--- src/rtl/rc4_swap_pkg.sv ---
// Shared types for the RC4 S-box swap unit: FSM state encoding and default widths.
package rc4_swap_pkg;

    localparam int DATA_W_DEF = 8;
    localparam int ADDR_W_DEF = 8;

    typedef enum logic [2:0] {
        IDLE,
        RD_A,
        RD_B,
        CAP,
        WR_A,
        WR_B,
        DONE
    } state_t;

endpackage

--- src/rtl/swap_unit_temp_reg.sv ---
// Load-enabled temporary register holding one S-box value between capture and writeback.
module temp_reg
    import rc4_swap_pkg::*;
#(
    parameter int DATA_W = DATA_W_DEF
) (
    input  logic              clk,
    input  logic              rst,
    input  logic              load,
    input  logic [DATA_W-1:0] d,
    output logic [DATA_W-1:0] q
);

    always_ff @(posedge clk) begin
        if (rst)
            q <= '0;
        else if (load)
            q <= d;
    end

endmodule

--- src/rtl/swap_unit.sv ---
// S-box swap engine: reads S[a] and S[b], then writes them back crossed.
// Optional SWAP_SKIP_EQ_EN skips both writebacks when a == b.
module swap_unit
    import rc4_swap_pkg::*;
#(
    parameter int DATA_W = DATA_W_DEF,
    parameter int ADDR_W = ADDR_W_DEF
) (
    input  logic              clk,
    input  logic              rst,
    input  logic              start_i,
    input  logic [ADDR_W-1:0] addr_a_i,
    input  logic [ADDR_W-1:0] addr_b_i,
    output logic              busy_o,
    output logic              done_o,
    output logic [DATA_W-1:0] temp_a_o,
    output logic [DATA_W-1:0] temp_b_o,
    output logic [DATA_W-1:0] sum_o,
    output logic [ADDR_W-1:0] mem_addr_o,
    output logic              mem_ren_o,
    output logic              mem_wen_o,
    output logic [DATA_W-1:0] mem_wdata_o,
    input  logic [DATA_W-1:0] mem_rdata_i
);

    state_t            state, nxt;
    logic [ADDR_W-1:0] addr_a, addr_b;

    always_ff @(posedge clk) begin
        if (rst) begin
            state  <= IDLE;
            addr_a <= '0;
            addr_b <= '0;
        end else begin
            state <= nxt;
            if (state == IDLE && start_i) begin
                addr_a <= addr_a_i;
                addr_b <= addr_b_i;
            end
        end
    end

    // Read data trails ren by one cycle, so S[a] lands during RD_B and S[b] during CAP.
    temp_reg #(.DATA_W(DATA_W)) u_temp_a (
        .clk  (clk),
        .rst  (rst),
        .load (state == RD_B),
        .d    (mem_rdata_i),
        .q    (temp_a_o)
    );

    temp_reg #(.DATA_W(DATA_W)) u_temp_b (
        .clk  (clk),
        .rst  (rst),
        .load (state == CAP),
        .d    (mem_rdata_i),
        .q    (temp_b_o)
    );

    assign sum_o  = temp_a_o + temp_b_o;
    assign busy_o = (state != IDLE);

    always_comb begin
        nxt         = state;
        mem_addr_o  = '0;
        mem_ren_o   = 1'b0;
        mem_wen_o   = 1'b0;
        mem_wdata_o = '0;
        done_o      = 1'b0;
        case (state)
            IDLE: if (start_i) nxt = RD_A;
            RD_A: begin
                mem_ren_o  = 1'b1;
                mem_addr_o = addr_a;
                nxt        = RD_B;
            end
            RD_B: begin
                mem_ren_o  = 1'b1;
                mem_addr_o = addr_b;
                nxt        = CAP;
            end
            CAP: begin
`ifdef SWAP_SKIP_EQ_EN
                nxt = (addr_a == addr_b) ? DONE : WR_A;
`else
                nxt = WR_A;
`endif
            end
            WR_A: begin
                mem_wen_o   = 1'b1;
                mem_addr_o  = addr_a;
                mem_wdata_o = temp_b_o;
                nxt         = WR_B;
            end
            WR_B: begin
                mem_wen_o   = 1'b1;
                mem_addr_o  = addr_b;
                mem_wdata_o = temp_a_o;
                nxt         = DONE;
            end
            DONE: begin
                done_o = 1'b1;
                nxt    = IDLE;
            end
            default: nxt = IDLE;
        endcase
    end

endmodule

--- config.mk ---
export PLATFORM = sky130hd
export DESIGN_NAME = swap_unit
export DESIGN_NICKNAME = d
export VERILOG_FILES = /design/src/rtl/rc4_swap_pkg.sv /design/src/rtl/swap_unit_temp_reg.sv /design/src/rtl/swap_unit.sv
export SDC_FILE = /design/constraint.sdc
export NUM_CORES = 1
export LEC_CHECK = 0
export ABC_AREA = 1
export CAP_MARGIN = 20
export CORE_MARGIN = 2
export CORE_UTILIZATION = 31
export CTS_BUF_LIST = sky130_fd_sc_hd__clkbuf_8
export DETAILED_ROUTE_END_ITERATION = 8
export GPL_ROUTABILITY_DRIVEN = 0
export SLEW_MARGIN = 20
export SYNTH_ARGS = -nofsm -noshare
export SYNTH_HDL_FRONTEND = slang
export SYNTH_SLANG_ARGS = --single-unit
--- constraint.sdc ---
create_clock -name clk -period 2.15 [get_ports clk]
set_input_delay 0.43 -clock clk [delete_from_list [all_inputs] [get_ports clk]]
set_output_delay 0.43 -clock clk [all_outputs]
set_load 0.01 [all_outputs]
==> results of run 1 <==
## how the worst min path moves through the flow
stage,startpoint,to,cells after the start,slack (ns)
after global routing,u_temp_a.q[7],u_temp_a.q[7],2,0.52
after global placement,addr_a[7],addr_a[7],2,0.47
after detailed placement,addr_b[6],addr_b[6],2,0.48
after floorplan,addr_a[1],addr_a[1],2,0.45
final,u_temp_a.q[7],u_temp_a.q[7],2,0.50
after CTS,u_temp_a.q[7],u_temp_a.q[7],2,0.50
## registers in the layout, indices dropped and copies added (netlist names)
register    count
addr_a          8
addr_b          8
u_temp_a.q      8
u_temp_b.q      8
state           3
## power groups by stage
stage	clock network (mW)	registers (mW)	logic, mW
finish	0.472	0.773	0.522
global route	0.518	0.781	0.578
CTS	0.489	0.770	0.529
detailed placement	0	0.772	0.528
global placement	0	0.771	0.524
floorplan	0	0.780	0.249
## metrics by stage
step / hold WS [ns] / power (mW)
5_1_grt: 0.523 / 1.88
4_1_cts: 0.500 / 1.79
2_1_floorplan: 0.455 / 1.03
6_report: 0.495 / 1.77
3_5_place_dp: 0.482 / 1.30
3_3_place_gp: 0.471 / 1.30
## metal layers
layer	track usage, %	part of all wire, %	vias up	wire length [µm]
li1	-	-	1027	-
met5	0	0	-	0
met3	3.82	7.1	4	352
met4	3.56	0.66	0	33
met2	26.9	45	64	2230
met1	20.4	48	853	2370
## worst register-to-register path: cells and delay by family (launching register included)
kind | cells | cell delay [ns]
simple gates | 5 | 0.67
flops | 1 | 0.35
buf+inv | 1 | 0.09
## layout by cell type, fill, tap and decap left out
master           instances
dlygate4sd2_1           18
dfxtp_1                 25
nand3_2                  3
dlymetal6s2s_1           2
inv_1                   28
fa_2                     1
a21oi_1                 12
clkinv_2                 1
dfxtp_2                  8
clkbuf_8                 6
o22ai_1                  1
nand2_1                 46
nand2_2                  6
a211oi_1                 1
clkbuf_2                 2
nor2_2                   1
nor2_4                   2
nand3_1                  5
buf_4                   19
nor2_1                  48
xor2_1                   1
o21ai_0                 44
nand4_1                  1
dfxtp_4                  2
clkdlybuf4s50_1         45
o21ai_1                  6
a21oi_2                  1
nor3_1                   1
nand3_4                  1
ha_4                     6
ha_1                     1
inv_2                    4
buf_2                    2
clkdlybuf4s15_1          1
xnor2_1                  3
## kinds of logic after synthesis
| family | synth area share (%) |
|---|---|
| AO/OA/AOI/OAI | 18.3 |
| XOR/XNOR | 1.95 |
| adder cells (fa/ha/maj) | 5.98 |
| buffers and inverters | 9.11 |
| flip-flops | 38.9 |
| AND/OR/NAND/NOR | 25.7 |
## timing repair
item                                    CTS  global route
cloned                                    0             0
setup buffers                             1             0
pin swaps                                 1             4
endpoints found under the setup margin   24            12
gates resized for setup                  48            23
endpoints found under the hold margin     0             0
## final cells by class
type / count / area [µm²] / share of cell area [%]
clock inverter: 1 / 5.00 / 0.174
timing repair buffer: 89 / 806 / 28.0
clock buffer: 6 / 82.6 / 2.87
sequential: 35 / 718 / 25.0
multi-input combinational: 191 / 1060 / 36.7
tap: 72 / 90.1 / 3.13
inverter: 32 / 120 / 4.17
==> results.md, run 1 <==
| Parameter | This run | Unit |
| --- | --- | --- |
| Fillcell total | 579 | - |
| Number of search-and-repair iterations in the first detailed-routing pass | 4 | - |
| Total congestion overflow after global routing | 0 | - |
| Most common cell in the synthesized netlist | nand2_1 | - |
| Antenna cells | 0 | - |
| Overall track demand over capacity in global routing | 15.9 | % |
| Total wire length | 4980 | µm |
| Total core area | 5540 | µm² |
| Portion of total power attributed to sequential cells | 43.8 | % |
| Number of cells in the finished layout apart from fillers | 426 | - |
| Post-route DRC | 0 | - |
| Count of flip-flops with a built-in enable after synthesis | 0 | - |
| Number of hold buffers added after cts | 0 | - |
| Detailed Place HPWL | 3710 | µm |
| Launching element of the worst setup path | u_temp_a.q[0] | - |
| Path length in cells of the critical path | 9 | - |
| Critical Path RT | 1.72 | ns |
| Worst r2r path cells | 6 | - |
| Chain of cells forming the critical path | ha_4 -> inv_1 -> fa_2 -> inv_2 -> nand3_2 -> nand3_1 -> nand2_1 -> nand2_1 -> buf_2 | - |
| Count of antenna-violating nets left after detailed routing | 0 | - |
| # rows | 27 | - |
| Cell area after technology mapping | 1800 | µm² |
| Vias per cell | 4.57 | - |
| Violation count after the first detailed-route iteration | 75 | - |
| Relative slew slack | 76.9 | % |
| Area contributors post-synth | dfxtp_1 (39%), o21ai_0 (13%), nand2_1 (10%) | - |
| Status | finished clean | - |
| Clk pin slew, worst setup/hold paths | 0.07 | ns |
| Mapped Nets | 300 | - |
| Final core utilization | 51.9 | % |
| Total number of vias | 1948 | - |
| Cell family with most CP delay | adder cells | - |
| Internal | 1.23 | mW |
| Worst setup slack after placement | -0.0908 | ns |
| Slowest stage delay, CP | 0.37 | ns |
| Post-synthesis sequential element count | 35 | - |
| Final Hold Vio Count | 0 | - |
| Worst setup path class | reg -> out | - |
| Via count of the first global-routing pass | 1756 | - |
| Switching power summed over all nets | 0.534 | mW |
| CP Max Fanout | 2 | - |
| Area of all placed cells without fillers | 2880 | µm² |
| Placed Cells incl. Taps | 418 | - |
| Sequential cell area fraction in the yosys report | 38.9 | % |
| CTS max path bufs | 2 | - |
| Port buffer count | 70 | - |
| Die extent in x | 80.2 | µm |
| Share of the clock period used by the worst path | 96.4 | % |
| Mean post-synth cell area | 6.79 | µm² |
| Instance area after placement | 2680 | µm² |
| Endpoint of the worst register-to-register path | addr_a[2] | - |
| Average wire per cell in the routed design | 11.7 | µm |
| Clock sink count | 35 | - |
| Worst Max-Slew Pin Slew | 0.346 | ns |
| Fraction of final layout cells sized beyond drive strength 1 | 18.4 | % |
| Initial antenna violation count | 0 | - |
| Crit path buf inv count | 3 | - |
| Area fraction of the dominant cell type after synthesis | 38.9 | % |
| Peak clock frequency supported by timing | 483 | MHz |
| Count of cell types in the netlist | 24 | - |
| Area added between synthesis and finish | 59.9 | % |
| Crit. End Element | output pin | - |
| Clk_skew | 0.00531 | ns |
| Tmin final | 2.07 | ns |
| H-tree depth reported by CTS | 2 | - |
| Dominant synthesized flop cell | dfxtp_1 | - |
| CTS tree | done | - |
| Die span in y | 80.2 | µm |
| Yosys top cell by area | dfxtp_1 | - |
| Part of the power in the clock network | 26.7 | % |
| Critical Path AT | 1.64 | ns |
| First-pass GRT wire length | 8020 | µm |
| Part of the total power dissipated in combinational logic | 29.5 | % |
| Most frequent cell on the critical path | nand2_1 | - |
| Share of synthesized registers carrying an async set or reset | 0 | % |
| Fin worst setup slack | 0.0784 | ns |
| Sum Neg Setup Slack | 0 | ns |
| R2R Path Start | state[1] | - |
| Synthesized instance count | 265 | - |
| Total of max-cap violations | 0 | - |
| Overall die area | 6430 | µm² |
| Class of the tightest hold or removal check | reg -> reg | - |
| Syn. warnings | 0 | - |
| Sw frac | 30.2 | % |
| Leakage power total | 1.37 | nW |
| Clk Latency, worst-skew pair | 0.28 | ns |
| Pin count of the biggest net entering global routing | 34 | - |
| CTS root buffer | clkbuf_8 | - |
| Power per standard cell area | 614 | nW/µm² |
| Commonest cells post-synth | nand2_1 (50), nor2_1 (49), o21ai_0 (46) | - |
| Flop2flop setup slack | 0.95 | ns |
| Number of max-slew violations in the final report | 0 | - |
| Total I/O pin count | 71 | - |
| Fin nets | 389 | - |
| Initial Util | 32.5 | % |
| CTS Buf Count | 5 | - |
| Crit-path slowest cell | fa_2 | - |
| Final setup violation count | 0 | - |
| Startpoint type of the worst setup path | register | - |
| IR Drop Worst-Case VDD | 0.000302 | V |
| Endpoint of the worst setup timing path | sum_o[6] | - |
Note: power is estimated with default switching activity, not from simulation.
==> inputs of run 2 (changes only) <==
Settings changed: CORE_UTILIZATION 31 to 43, PLACE_DENSITY set to 0.79.
==> run 2 against run 1 <==
Compared with the run above:
- fmax hardly changed
- sequential cell count stayed put
- critical endpoint unchanged
- register-to-register slack hardly changed
- global-route usage is 6.5 points higher
- clock skew is 0.0016 ns lower
- power is 0.43% lower
- critical path depth stayed put
- largest power group unchanged
- clock power hardly changed
==> results.md, run 2 (synthesized netlist as in run 1, its figures left out) <==
| Parameter | This run | Unit | Delta |
| --- | --- | --- | --- |
| Total of max-cap violations | 0 | - | unchanged |
| Portion of total power attributed to sequential cells | 44.0 | % | +0.2 points |
| Share of the clock period used by the worst path | 96.4 | % | about the same |
| Worst r2r path cells | 6 | - | unchanged |
| Total number of vias | 1952 | - | +0.21% |
| Endpoint of the worst register-to-register path | addr_b[0] | - |  |
| Commonest non-fill, non-tap cells in the layout | nor2_1 (48), nand2_1 (47), o21ai_0 (45), clkdlybuf4s50_1 (45), inv_1 (27) | - |  |
| Antenna cells | 0 | - | unchanged |
| Worst setup path class | reg -> out | - |  |
| Final setup violation count | 0 | - | unchanged |
| Initial antenna violation count | 0 | - | unchanged |
| Endpoint of the worst setup timing path | sum_o[6] | - |  |
| Area of all placed cells without fillers | 2810 | µm² | -2.2% |
| Clk Latency, worst-skew pair | 0.28 | ns | about the same |
| Die extent in x | 68.7 | µm | -14% |
| Part of the total power dissipated in combinational logic | 29.1 | % | -0.4 points |
| Violation count after the first detailed-route iteration | 56 | - | -25% |
| CTS Buf Count | 5 | - | unchanged |
| Vias per cell | 4.87 | - | +6.5% |
| Crit. End Element | output pin | - |  |
| Overall track demand over capacity in global routing | 22.4 | % | +6.5 points |
| Startpoint type of the worst setup path | register | - |  |
| R2R Path Start | state[1] | - |  |
| Total wire length | 4940 | µm | -0.84% |
| CTS tree | done | - |  |
| Average wire per cell in the routed design | 12.3 | µm | +5.3% |
| Die span in y | 68.7 | µm | -14% |
| Sw frac | 30.2 | % | about the same |
| Fin nets | 386 | - | -0.77% |
| Commonest non-fill, non-tap cell in the layout | nor2_1 | - |  |
| Port buffer count | 70 | - | unchanged |
| Clk_skew | 0.00372 | ns | -0.00158 ns |
| Instance area after placement | 2640 | µm² | -1.6% |
| Post-CTS setup repair buffer count | 0 | - | -1 |
| Class of the tightest hold or removal check | reg -> reg | - |  |
| Detailed Place HPWL | 3520 | µm | -5.2% |
| Critical hold path startpoint | u_temp_a.q[7] | - |  |
| Final Hold Vio Count | 0 | - | unchanged |
| Internal | 1.23 | mW | -0.47% |
| Clock sink count | 35 | - | unchanged |
| Relative slew slack | 78.2 | % | +1.3 points |
| Sum Neg Setup Slack | 0 | ns | unchanged |
| IR Drop Worst-Case VDD | 0.000413 | V | +37% |
| Worst Max-Slew Pin Slew | 0.327 | ns | -0.0194 ns |
| Power per standard cell area | 625 | nW/µm² | +1.8% |
| Fillcell total | 346 | - | -40% |
| H-tree depth reported by CTS | 2 | - | unchanged |
| Total core area | 4000 | µm² | -28% |
| # rows | 23 | - | -15% |
| Count of antenna-violating nets left after detailed routing | 0 | - | unchanged |
| Fraction of final layout cells sized beyond drive strength 1 | 17.7 | % | -0.70 points |
| Post-route DRC | 0 | - | unchanged |
| Switching power summed over all nets | 0.532 | mW | -0.35% |
| Critical Path AT | 1.64 | ns | about the same |
| RSZ-0062 raised after global routing | true | - |  |
| Worst setup slack after placement | -0.0951 | ns | -0.00438 ns |
| Leakage power total | 1.35 | nW | -1.6% |
| Area added between synthesis and finish | 56.4 | % |  |
| CP Max Fanout | 2 | - | unchanged |
| CTS root buffer | clkbuf_8 | - |  |
| Pin count of the biggest net entering global routing | 34 | - | unchanged |
| First-pass GRT wire length | 7940 | µm | -1.0% |
| Flop2flop setup slack | 0.94 | ns | about the same |
| Part of the power in the clock network | 26.9 | % | +0.2 points |
| CTS max path bufs | 2 | - | unchanged |
| Number of search-and-repair iterations in the first detailed-routing pass | 4 | - | unchanged |
| Overall die area | 4720 | µm² | -27% |
| Tmin final | 2.07 | ns | +0.000940 ns |
| Clk pin slew, worst setup/hold paths | 0.07 | ns | about the same |
| Launching element of the worst setup path | u_temp_a.q[0] | - |  |
| Number of max-slew violations in the final report | 0 | - | unchanged |
| Via count of the first global-routing pass | 1809 | - | +3.0% |
| Fin worst setup slack | 0.0775 | ns | -0.000940 ns |
| Critical Path RT | 1.72 | ns | about the same |
| Number of hold buffers added after cts | 0 | - | unchanged |
| Initial Util | 45.0 | % | +13 points |
| Total congestion overflow after global routing | 0 | - | unchanged |
| Total I/O pin count | 71 | - | unchanged |
| Status | finished clean | - |  |
| Peak clock frequency supported by timing | 483 | MHz | about the same |
run 2: cell types whose count changed in the layout (fill, tap and decap cells not counted), sizes merged:
cell | previous run | this run
dlymetal6s2s | 2 | 1
clkdlybuf4s15 | 1 | 2
buf | 21 | 18
run 2: power by group through the flow:
stage | Combinational (mW) | Clock, mW | Sequential (mW)
floorplan | 0.249 | 0 | 0.780
global placement | 0.510 | 0 | 0.770
detailed placement | 0.519 | 0 | 0.773
CTS | 0.513 | 0.481 | 0.769
global route | 0.569 | 0.509 | 0.783
finish | 0.512 | 0.473 | 0.774
run 2: cell type report:
class,count,area (µm²),share of cell area (%)
Clock buffer,6,82.6,2.93
Clock inverter,1,5.00,0.178
Multi-Input combinational cell,191,1050,37.2
Inverter,32,120,4.27
Timing Repair Buffer,86,785,27.9
Tap cell,50,62.6,2.22
Sequential cell,35,713,25.3
run 2: per-layer routing:
metal / vias to the layer above / global-route usage [%] / share of wire, % / wire (µm)
met4: 0 / 6.25 / 1.1 / 54
li1: 1019 / - / - / -
met1: 873 / 27.6 / 44 / 2170
met2: 55 / 38.3 / 49 / 2420
met5: - / 0 / 0 / 0
met3: 5 / 6.01 / 6.0 / 296
run 2: what timing repair did:
item / 4_1_cts / 5_1_grt
endpoints found under the hold margin: 0 / 0
endpoints found under the setup margin: 24 / 8
resized for setup: 45 / 25
pin swaps: 0 / 6
run 2: worst min-delay path by stage:
stage                         end  slack (ns)  depth (start not counted)
finish              u_temp_a.q[7]        0.49                          2
global route        u_temp_a.q[6]        0.51                          2
CTS                 u_temp_a.q[7]        0.49                          2
detailed placement  u_temp_a.q[6]        0.48                          2
global placement    u_temp_a.q[6]        0.47                          2
floorplan               addr_a[1]        0.45                          2
run 2: critical path: stages (launching register included):
cell and delay (ns):
dfxtp_2 0.35, ha_4 0.14, inv_2 0.04, fa_2 0.37
inv_2 0.07, nand3_2 0.08, nand3_2 0.09, nand2_1 0.05
nand2_1 0.05, buf_2 0.12
run 2: through the flow:
step	hold slack, ns	util, %	instances	total power, mW
2_1_floorplan	0.455	-	265	1.03
3_3_place_gp	0.473	66.0	394	1.28
3_5_place_dp	0.480	66.0	394	1.29
4_1_cts	0.494	69.8	401	1.76
5_1_grt	0.509	70.3	401	1.86
6_report	0.493	70.3	401	1.76
